## config.mk

```make
export PLATFORM = sky130hd
export DESIGN_NAME = cobra_mc_core
export DESIGN_NICKNAME = d
export VERILOG_FILES = /design/src/rtl/cobra_pkg.sv /design/src/rtl/cobra_alu.sv /design/src/rtl/cobra_mc_core.sv
export SDC_FILE = /design/constraint.sdc
export NUM_CORES = 2
export LEC_CHECK = 0
export CAP_MARGIN = 20
export CORE_MARGIN = 1.5
export CORE_UTILIZATION = 45
export DETAILED_ROUTE_END_ITERATION = 10
export GPL_ROUTABILITY_DRIVEN = 0
export SLEW_MARGIN = 40
export SYNTH_ARGS = -nofsm -noshare
export SYNTH_HDL_FRONTEND = slang
export SYNTH_SLANG_ARGS = --single-unit
```

## constraint.sdc

```tcl
create_clock -name CLK -period 17.8 [get_ports CLK]
set_input_delay 3.56 -clock CLK [delete_from_list [all_inputs] [get_ports CLK]]
set_output_delay 3.56 -clock CLK [all_outputs]
set_load 0.02 [all_outputs]
```

## src/rtl/cobra_pkg.sv

```systemverilog
// Shared definitions for the Cobra multi-cycle core: instruction layout,
// write-select and ALU opcodes, and the control FSM state type.
package cobra_pkg;

  localparam int INSTR_W = 32;
  localparam int CONST_W = 23;

  // Field order matches the instruction word from bit 31 down to bit 0.
  typedef struct packed {
    logic       b;
    logic       c;
    logic [1:0] ws;
    logic [4:0] op;
    logic [4:0] ra1;
    logic [4:0] ra2;
    logic [7:0] off;
    logic [4:0] wa;
  } instr_t;

  localparam logic [1:0] WS_NONE  = 2'b00;
  localparam logic [1:0] WS_IN    = 2'b01;
  localparam logic [1:0] WS_CONST = 2'b10;
  localparam logic [1:0] WS_ALU   = 2'b11;

  localparam logic [4:0] ALUOP_ADD = 5'b00000;
  localparam logic [4:0] ALUOP_SUB = 5'b00001;
  localparam logic [4:0] ALUOP_AND = 5'b00010;
  localparam logic [4:0] ALUOP_OR  = 5'b00011;
  localparam logic [4:0] ALUOP_XOR = 5'b00100;
  localparam logic [4:0] ALUOP_SLL = 5'b00101;
  localparam logic [4:0] ALUOP_SRL = 5'b00110;
  localparam logic [4:0] ALUOP_SRA = 5'b00111;
  localparam logic [4:0] ALUOP_SLT = 5'b01000;
  localparam logic [4:0] ALUOP_EQ  = 5'b11000;
  localparam logic [4:0] ALUOP_NE  = 5'b11001;
  localparam logic [4:0] ALUOP_LT  = 5'b11100;
  localparam logic [4:0] ALUOP_GE  = 5'b11101;
  localparam logic [4:0] OP_HALT   = 5'b11110;
  localparam logic [4:0] OP_OUT    = 5'b11111;

  typedef enum logic [2:0] {
    ST_FETCH,
    ST_EXEC,
    ST_WAIT_IN,
    ST_WAIT_OUT,
    ST_HALT
  } state_e;

  // The constant overlays the ALUOP, RA1, RA2 and OFF fields.
  function automatic logic [CONST_W-1:0] instr_const(input instr_t i);
    return {i.op, i.ra1, i.ra2, i.off};
  endfunction

endpackage

```

## src/rtl/cobra_alu.sv

```systemverilog
// Combinational ALU: arithmetic/logic results plus comparison flags for
// conditional jumps. Flag ops return a zero result.
module cobra_alu
  import cobra_pkg::*;
#(
  parameter int DATA_W = 32
) (
  input  logic [4:0]        i_op,
  input  logic [DATA_W-1:0] i_a,
  input  logic [DATA_W-1:0] i_b,
  output logic [DATA_W-1:0] o_result,
  output logic              o_flag
);

  logic [4:0] w_shamt;
  logic       w_lt;

  assign w_shamt = i_b[4:0];
  assign w_lt    = $signed(i_a) < $signed(i_b);

  always_comb begin
    // NOTE: every output gets a default before the case so no path leaves
    // a value unassigned, which would otherwise infer a latch.
    o_result = '0;
    o_flag   = 1'b0;
    case (i_op)
      ALUOP_ADD: o_result = i_a + i_b;
      ALUOP_SUB: o_result = i_a - i_b;
      ALUOP_AND: o_result = i_a & i_b;
      ALUOP_OR:  o_result = i_a | i_b;
      ALUOP_XOR: o_result = i_a ^ i_b;
      ALUOP_SLL: o_result = i_a << w_shamt;
      ALUOP_SRL: o_result = i_a >> w_shamt;
      ALUOP_SRA: o_result = $unsigned($signed(i_a) >>> w_shamt);
      ALUOP_SLT: o_result = {{(DATA_W-1){1'b0}}, w_lt};
      ALUOP_EQ:  o_flag   = (i_a == i_b);
      ALUOP_NE:  o_flag   = (i_a != i_b);
      ALUOP_LT:  o_flag   = w_lt;
      ALUOP_GE:  o_flag   = !w_lt;
      default:   ;
    endcase
  end

endmodule

```

## src/rtl/cobra_mc_core.sv

```systemverilog
// Cobra multi-cycle core: FETCH/EXEC sequencing over a synchronous ROM, with
// valid/ready handshakes on the input and output ports and a sticky HALT.
module cobra_mc_core
  import cobra_pkg::*;
#(
  parameter int DATA_W     = 32,
  parameter int PC_W       = 8,
  parameter int NREG       = 32,
  parameter int REG0_ZERO  = 1,
  parameter int CONST_SEXT = 0
) (
  input  logic                CLK,
  input  logic                RST_N,
  output logic [PC_W-1:0]     imem_addr,
  input  logic [INSTR_W-1:0]  imem_rdata,
  input  logic [DATA_W-1:0]   in_data,
  input  logic                in_valid,
  output logic                in_ready,
  output logic [DATA_W-1:0]   out_data,
  output logic                out_valid,
  input  logic                out_ready,
  output logic                halted,
  output logic [PC_W-1:0]     pc_dbg
);

  localparam int RA_W = (NREG > 1) ? $clog2(NREG) : 1;

  state_e              r_state, w_state_nxt;
  logic [PC_W-1:0]     r_pc, r_pc_target, w_pc_nxt, w_pc_val;
  logic [4:0]          r_wa, w_wa;
  logic [DATA_W-1:0]   r_regs [NREG];
  logic [DATA_W-1:0]   r_out_data, w_wd;
  logic                r_out_valid;
  logic                w_we, w_pc_upd;

  instr_t              w_instr;
  logic [DATA_W-1:0]   w_rd1, w_rd2, w_alu_res, w_const;
  logic [CONST_W-1:0]  w_const_raw;
  logic                w_flag, w_take, w_is_out, w_is_halt;

  // The ROM word is only meaningful during EXEC; everything decoded from it
  // that later states need is captured at the end of EXEC.
  assign w_instr = instr_t'(imem_rdata);

  function automatic logic addr_ok(input logic [4:0] a);
    return (int'(a) < NREG) && !((REG0_ZERO != 0) && (a == 5'd0));
  endfunction

  assign w_rd1 = addr_ok(w_instr.ra1) ? r_regs[w_instr.ra1[RA_W-1:0]] : '0;
  assign w_rd2 = addr_ok(w_instr.ra2) ? r_regs[w_instr.ra2[RA_W-1:0]] : '0;

  cobra_alu #(.DATA_W(DATA_W)) u_alu (
    .i_op     (w_instr.op),
    .i_a      (w_rd1),
    .i_b      (w_rd2),
    .o_result (w_alu_res),
    .o_flag   (w_flag)
  );

  assign w_const_raw = instr_const(w_instr);
  assign w_const = (CONST_SEXT != 0)
                 ? {{(DATA_W-CONST_W){w_const_raw[CONST_W-1]}}, w_const_raw}
                 : {{(DATA_W-CONST_W){1'b0}}, w_const_raw};

  assign w_is_out  = (w_instr.ws == WS_NONE) && (w_instr.op == OP_OUT);
  assign w_is_halt = (w_instr.ws == WS_NONE) && (w_instr.op == OP_HALT);

  // Low PC_W bits of the sign-extended offset give the same sum mod 2^PC_W.
  assign w_take   = w_instr.b | (w_instr.c & w_flag);
  assign w_pc_nxt = r_pc + (w_take ? w_instr.off[PC_W-1:0] : PC_W'(1));

  always_comb begin
    w_state_nxt = r_state;
    w_we        = 1'b0;
    w_wa        = w_instr.wa;
    w_wd        = w_alu_res;
    w_pc_upd    = 1'b0;
    w_pc_val    = r_pc_target;
    case (r_state)
      ST_FETCH: w_state_nxt = ST_EXEC;
      ST_EXEC: begin
        if (w_instr.ws == WS_IN) begin
          w_state_nxt = ST_WAIT_IN;
        end else if (w_is_out) begin
          w_state_nxt = ST_WAIT_OUT;
        end else if (w_is_halt) begin
          w_state_nxt = ST_HALT;
        end else begin
          w_state_nxt = ST_FETCH;
          w_we        = (w_instr.ws != WS_NONE);
          w_wd        = (w_instr.ws == WS_CONST) ? w_const : w_alu_res;
          w_pc_upd    = 1'b1;
          w_pc_val    = w_pc_nxt;
        end
      end
      ST_WAIT_IN: begin
        if (in_valid) begin
          w_state_nxt = ST_FETCH;
          w_we        = 1'b1;
          w_wa        = r_wa;
          w_wd        = in_data;
          w_pc_upd    = 1'b1;
        end
      end
      ST_WAIT_OUT: begin
        if (out_ready) begin
          w_state_nxt = ST_FETCH;
          w_pc_upd    = 1'b1;
        end
      end
      ST_HALT: ;
      default: w_state_nxt = ST_FETCH;
    endcase
  end

  always_ff @(posedge CLK or negedge RST_N) begin
    // NOTE: sequential state uses non-blocking assignment so every flop
    // samples pre-edge values regardless of statement order.
    if (!RST_N) r_state <= ST_FETCH;
    else        r_state <= w_state_nxt;
  end

  always_ff @(posedge CLK or negedge RST_N) begin
    if (!RST_N) begin
      r_pc        <= '0;
      r_pc_target <= '0;
      r_wa        <= '0;
      r_out_data  <= '0;
      r_out_valid <= 1'b0;
    end else begin
      if (w_pc_upd) r_pc <= w_pc_val;
      if (r_state == ST_EXEC) begin
        r_pc_target <= w_pc_nxt;
        r_wa        <= w_instr.wa;
      end
      if ((r_state == ST_EXEC) && w_is_out) begin
        r_out_data  <= w_rd1;
        r_out_valid <= 1'b1;
      end else if ((r_state == ST_WAIT_OUT) && out_ready) begin
        r_out_valid <= 1'b0;
      end
    end
  end

  // NOTE: the register file is architecturally cleared on reset, so it is
  // built from resettable flops rather than a RAM macro.
  always_ff @(posedge CLK or negedge RST_N) begin
    if (!RST_N) begin
      for (int i = 0; i < NREG; i++) r_regs[i] <= '0;
    end else if (w_we && addr_ok(w_wa)) begin
      r_regs[w_wa[RA_W-1:0]] <= w_wd;
    end
  end

  assign imem_addr = r_pc;
  assign pc_dbg    = r_pc;
  assign in_ready  = (r_state == ST_WAIT_IN);
  assign halted    = (r_state == ST_HALT);
  assign out_data  = r_out_data;
  assign out_valid = r_out_valid;

endmodule

```

### Yosys cells after proc, flatten, opt, wreduce, memory -nomap -nowiden

Cells that the tools add are included.

| storage, ports and cells | value |
|---|---|
| output and inout port bits | 51 |
| register bits | 1,081 |
| logic and storage cells | 143 |

| cells by class | value |
|---|---|
| bitwise operators | 9 |
| add/sub/neg operators | 3 |
| shift-type cells | 3 |
| mux-type cells | 44 |
| $lt $le $gt $ge | 5 |
| reduce and logical (&&, ||, !) cells | 17 |
| equality and inequality tests | 24 |

Operators by type and width:

| cell | count |
|---|---|
| bitwise mux 1024 bit | 1 |
| 2-to-1 mux 32 bit | 12 |
| binary-select mux 32 bit (select 5 bit) | 2 |
| one-hot mux 32 bit (9 select lines) | 1 |
| demux 32 bit (select 5 bit) | 1 |
| one-hot mux 32 bit (2 select lines) | 1 |
| 2-to-1 mux 8 bit | 5 |
| adder 32 bit | 1 |
| bitwise AND 32 bit | 1 |
| == test 32 bit | 1 |
| less-than comparator 32 bit | 1 |
| inequality test 32 bit | 1 |
| OR 32 bit | 1 |
| left shift 32 x 5 -> 32 bit | 1 |
| >> shifter 32 x 5 -> 32 bit | 1 |
| >>> shifter 32 x 5 -> 32 bit | 1 |
| subtractor 32 bit | 1 |
| XOR 32 bit | 1 |
| == test 5 bit (second input constant) | 6 |
| == test 5 x 3 -> 1 bit (second input constant) | 4 |
| logical NOT 5 bit | 4 |
| greater-or-equal comparator 6 bit (second input constant) | 3 |
| inverter 5 -> 6 bit | 3 |
| 2-to-1 mux 3 bit | 5 |
| other kinds (26) | 46 |

### Longest topological paths before layout

| logic depth | value |
|---|---|
| depth after elaboration | 16 |
| mapped depth | 37 |
| depth with buffers taken out | 29 |

### By module

Synthesis repeated with hierarchy kept, for this count alone.

| unflattened totals | value |
|---|---|
| cell total of the unflattened synthesis | 5,136 |
| area, all modules | 66,299.8 um^2 |

By module, submodules not included:

| module | area an instance (um^2) | times used | cells each |
|---|---|---|---|
| cobra_mc_core | 57,719.1 | 1 | 3,828 |
| cobra_alu | 8,580.7 | 1 | 1,308 |

### Worst setup path after synthesis

Ideal clock, no wire load.

| timing | value |
|---|---|
| path type | in2reg |
| from | in imem_rdata[13] |
| to | reg r_pc[7], in the netlist imem_addr[7] |
| path slack | 6.676 ns |
| stages | 34 |
| data arrival time | 10.980 ns |
| required time | 17.656 ns |
| buffers on the path | 9 |
| cells stage by stage | buf_6 buf_8 buf_4 buf_6 buf_6 clkbuf_1 clkbuf_1 buf_1 mux4_2 mux4_2 nand2_1 a21o_1 ha_1 clkbuf_1 clkinv_1 nor3_1 and4_1 a221oi_1 mux2i_1 a31oi_1 a211o_1 a31oi_1 nand2b_1 inv_1 ha_1 a21o_1 a21oi_1 o21bai_1 a21oi_1 o21bai_1 a21oi_1 xnor2_1 xnor2_1 o221ai_1 |

| on the way | value |
|---|---|
| cells in the longest elaborated chain, start to end | 16 |
| elaborated cells between the ends (all ways) | 19 |
| classes of those cells | add/sub: 1; order compare: 1; eq/ne: 2; mux: 10; bitwise: 3; reduce/logical: 2 |

Ends and longest elaborated chain:

| item | line | RTL |
|---|---|---|
| start: declaration | cobra_mc_core.sv:15 | `input logic [INSTR_W-1:0] imem_rdata,` |
| inverter 5 -> 6 bit (implied by the code) | cobra_mc_core.sv:50 | `assign w_rd2 = addr_ok(w_instr.ra2) ? r_regs[w_instr.ra2[RA_W-1:0]] : '0;` |
| binary-select mux 32 bit (select 5 bit) | cobra_mc_core.sv:50 |  |
| 2-to-1 mux 32 bit (implied by the code) (2 in series) | cobra_mc_core.sv:50 |  |
| 2-to-1 mux 32 bit (*) | cobra_mc_core.sv:50 |  |
| less-than comparator 32 bit | cobra_alu.sv:19 | `assign w_lt = $signed(i_a) < $signed(i_b);` |
| logical NOT 1 bit | cobra_alu.sv:39 | `ALUOP_GE: o_flag = !w_lt;` |
| one-hot mux 1 bit (4 select lines) (*) | cobra_alu.sv:26 | `case (i_op)` |
| bitwise AND 1 bit (*) | cobra_mc_core.sv:69 | `assign w_take = w_instr.b \| (w_instr.c & w_flag);` |
| OR 1 bit (*) | cobra_mc_core.sv:69 |  |
| 2-to-1 mux 8 bit (*) | cobra_mc_core.sv:70 | `assign w_pc_nxt = r_pc + (w_take ? w_instr.off[PC_W-1:0] : PC_W'(1));` |
| adder 8 bit (*) | cobra_mc_core.sv:70 |  |
| 2-to-1 mux 8 bit (*) | cobra_mc_core.sv:86 | `end else if (w_is_halt) begin` |
| 2-to-1 mux 8 bit (*) | cobra_mc_core.sv:84 | `end else if (w_is_out) begin` |
| 2-to-1 mux 8 bit (*) | cobra_mc_core.sv:82 | `if (w_instr.ws == WS_IN) begin` |
| 2-to-1 mux 8 bit (*) | cobra_mc_core.sv:79 | `case (r_state)` |
| end signal: assignment | cobra_mc_core.sv:131 | `if (w_pc_upd) r_pc <= w_pc_val;` |
| end: declaration | cobra_mc_core.sv:29 | `logic [PC_W-1:0] r_pc, r_pc_target, w_pc_nxt, w_pc_val;` |

Every way passes the cells marked *; elsewhere a longest branch is shown, timed or not. The select of a mux whose other input is x is not followed.
A chain may end at the register's enable or synchronous reset.

### Final worst setup path

| timing | value |
|---|---|
| from | in imem_rdata[20] |
| to | reg r_pc[7], in the netlist imem_addr[7] |

| on the way | value |
|---|---|
| cells in the longest elaborated chain, start to end | 16 |
| elaborated cells between the ends (all ways) | 19 |
| classes of those cells | add/sub: 1; order compare: 1; eq/ne: 2; mux: 10; bitwise: 3; reduce/logical: 2 |

Ends and longest elaborated chain:

| item | line | RTL |
|---|---|---|
| inverter 5 -> 6 bit (implied by the code) | cobra_mc_core.sv:49 | `assign w_rd1 = addr_ok(w_instr.ra1) ? r_regs[w_instr.ra1[RA_W-1:0]] : '0;` |
| binary-select mux 32 bit (select 5 bit) | cobra_mc_core.sv:49 |  |
| 2-to-1 mux 32 bit (implied by the code) (2 in series) | cobra_mc_core.sv:49 |  |
| 2-to-1 mux 32 bit (*) | cobra_mc_core.sv:49 |  |
| net u_alu.i_a[0] | cobra_alu.sv:9 | `input logic [DATA_W-1:0] i_a,` |
| less-than comparator 32 bit | cobra_alu.sv:19 |  |
| logical NOT 1 bit | cobra_alu.sv:39 |  |
| one-hot mux 1 bit (4 select lines) (*) | cobra_alu.sv:26 |  |
| bitwise AND 1 bit (*) | cobra_mc_core.sv:69 |  |
| OR 1 bit (*) | cobra_mc_core.sv:69 |  |
| 2-to-1 mux 8 bit (*) | cobra_mc_core.sv:70 |  |
| adder 8 bit (*) | cobra_mc_core.sv:70 |  |
| 2-to-1 mux 8 bit (*) | cobra_mc_core.sv:86 |  |
| 2-to-1 mux 8 bit (*) | cobra_mc_core.sv:84 |  |
| 2-to-1 mux 8 bit (*) | cobra_mc_core.sv:82 |  |
| 2-to-1 mux 8 bit (*) | cobra_mc_core.sv:79 |  |

Mark *: on every way through the listed nets, which the timed path passes. The rest lies on a longest branch. The select of a mux whose other input is x is not followed.

==> reports/metrics.yaml <==
ios: 119
clk_pin_slew_ns: 0.06
crit_top_cell: "a21oi_1"
rows: 140
setup_tns_ns: 0
max_slew_margin_pct: 33.6
synthCells: 6209
yosysTopAreaCell: "dfrtp_1"
cts_tree: "done"
crit_fanout: 54
multi_input_area_um2: 36700
grt_start_max_net_pins: 140
wl_per_cell_um: 30.8
arrival_ns: 12.09
drv_cap: 0
synthArstFlopShare_pct: 100
htreeDepth: 3
violations: "DRC"
path_buf_inv: 6
max_freq_mhz: 87.0
overflow: 0
cp.depth: 31
r2r-end: "imem_addr[7]"
layout_commonest_cell: "dfrtp_1"
numClockSinks: 1081
core_area_um2: 146000
path_delay_family: "compound AO/OA/AOI/OAI gates"
antenna_left: 0
ff_latch_area_um2: 27100
ys.flop_type: "dfrtp_1"
dr.first_iter.drc_count: 7502
yosysTopAreaCellShare_pct: 40.6
synth.net_count: 6384
post-dp-hpwl_um: 158000
startpoint_type: "primary input"
ctsHoldBuffers: 0
end_kind: "register"
synth_area_leaders: "dfrtp_1 41%, mux4_2 17%, mux2_2 5.5%"
first_global_vias: 52400
fill_cells: 13000
max-vdd-ir-drop_v: 0.0000895
ys_ff_latch: 1081
status: "finished with violations"
cp-startpoint: "imem_rdata[20]"
routed_wl_um: 247000
root_buffer: "clkbuf_16"
clock_path_buffers: 3
final_cell_mix: "1,081 x dfrtp_1, 971 x nand2_1, 613 x o21ai_0, 515 x mux4_2, 327 x mux2_2"
ys_seq_area_share_pct: 40.6
syn2layout_area_growth_pct: 10.2
fin_crit_sh_pct: 64.6
synth_top_family_by_area: "multiplexers"
synth-compound-area-share_pct: 15.2
p_total_mw: 8.11
slowest_stage: "buf_4"
via_per_inst: 6.75
synth.distinct_cells: 100
slowest_delay_ns: 0.75
synth_fa_ha_area_share_pct: 2.04
cts_setup_buffers: 0
postCtsResizedCells: 0
worst_pin_slew_ns: 0.990
finalClockSkew_ns: 0.0738
r2r_cells: 28
syn_area_per_cell_um2: 10.7
worstPathRequired_ns: 18.39
grt_usage_pct: 32.6
p_per_area_nw_per_um2: 111
rrSetupSlack_ns: 10.37
drive_gt1_share_pct: 22.7
worstSkewPairLatency_ns: 0.77
yosysWarnings: 0
critPathKind: "primary input to register"
hold_violations: 0
post-route-min-period_ns: 11.50
hold_class: "register to register"
grt_pass1_wl_um: 364000
die_area_um2: 150000
fp.dieW_um: 388
slew_violations: 0
synthSimpleGateAreaFrac_pct: 10.3
synth-edff-count: 0
dr.pass1.iters: 11
rsz0062_at_grt: "false"
num_vias: 54200
p_leak_nw: 31.0
antenna_found_initial: 19
setup_violations: 0
synthXorXnorAreaFrac_pct: 0.224
r2r-start: "r_regs[258]"
numPortBuffers: 118
synthesis.area_um2: 66600
nets: 6192
drc: 1
muxShareOfSynthArea_pct: 26.7
cp-endpoint: "imem_addr[7]"
die_y_um: 388
cts-buffers-inserted: 112
initial_core_util_pct: 45.5
[flip-flops by register name, indices dropped and copies added (netlist names)]
| register | count |
|---|---|
| r_regs | 1024 |
| r_state | 3 |
| imem_addr | 8 |
| r_wa | 5 |
| r_pc_target | 8 |
| out_data | 32 |
| out_valid | 1 |
[final cells by class]
cell class | count | area share (%)
clock buffer | 154 | 4.39
clock inverter | 51 | 0.991
tap | 1917 | 3.27
multi-input combinational | 4413 | 50.0
antenna | 3 | 0.0102
sequential | 1081 | 36.9
inverter | 106 | 0.556
timing repair buffer | 303 | 3.91
[Yosys cell counts, drive strengths merged (60+ instances only)]
library cell,number
mux2i,248
nand2,972
clkbuf,424
dfrtp,1081
inv,104
ha,104
a21o,60
mux4,515
a22oi,87
nor2,323
buf,183
a21oi,269
o31ai,76
mux2,327
o21ai,660
[power breakdown]
group          switching, mW  leakage, nW  internal, mW
clock                   1.06         1.94          1.47
combinational           1.49         14.2         0.962
sequential             0.292         14.9          2.83
[per-stage QoR]
step / hold slack, ns / cell area, µm² / util, % / std cells / setup slack, ns
2_1_floorplan: 0.441 / 66600 / - / 6209 / 6.68
3_3_place_gp: 0.377 / 69000 / 47.2 / 7808 / 5.65
3_5_place_dp: 0.384 / 69300 / 47.3 / 7816 / 5.56
4_1_cts: 0.398 / 73200 / 50.0 / 8021 / 6.33
5_1_grt: 0.410 / 73300 / 50.1 / 8026 / 5.84
6_report: 0.394 / 73300 / 50.1 / 8028 / 6.30
[how the worst min path moves through the flow]
| stage | startpoint | to | slack [ns] | cells past startpoint |
|---|---|---|---|---|
| global route | r_regs[1009] | r_regs[1009] | 0.41 | 0 |
| detailed placement | r_regs[996] | r_regs[996] | 0.38 | 0 |
| floorplan | r_regs[1000] | r_regs[1000] | 0.44 | 1 |
| finish | r_regs[998] | r_regs[998] | 0.39 | 0 |
| CTS | r_regs[996] | r_regs[996] | 0.40 | 0 |
| global placement | r_regs[1013] | r_regs[1013] | 0.38 | 0 |
[per-layer routing]
metal / share of wire (%) / up-vias / wire (µm) / track usage (%)
met1: 40 / 27500 / 98800 / 45.0
li1: - / 22600 / - / -
met3: 12 / 723 / 29600 / 9.19
met5: 0.054 / - / 134 / 0
met2: 43 / 3354 / 105000 / 47.1
met4: 5.4 / 18 / 13300 / 15.6
[cell families after synthesis]
group                      Yosys count
adders and majority gates          107
AOI/OAI and AO/OA                 1590
DFF                               1081
and+or+nand+nor                   1609
buffers and inverters              715
xor gates and xnor gates            17
muxes                             1090
No activity file was read; power rests on OpenSTA's default activity.
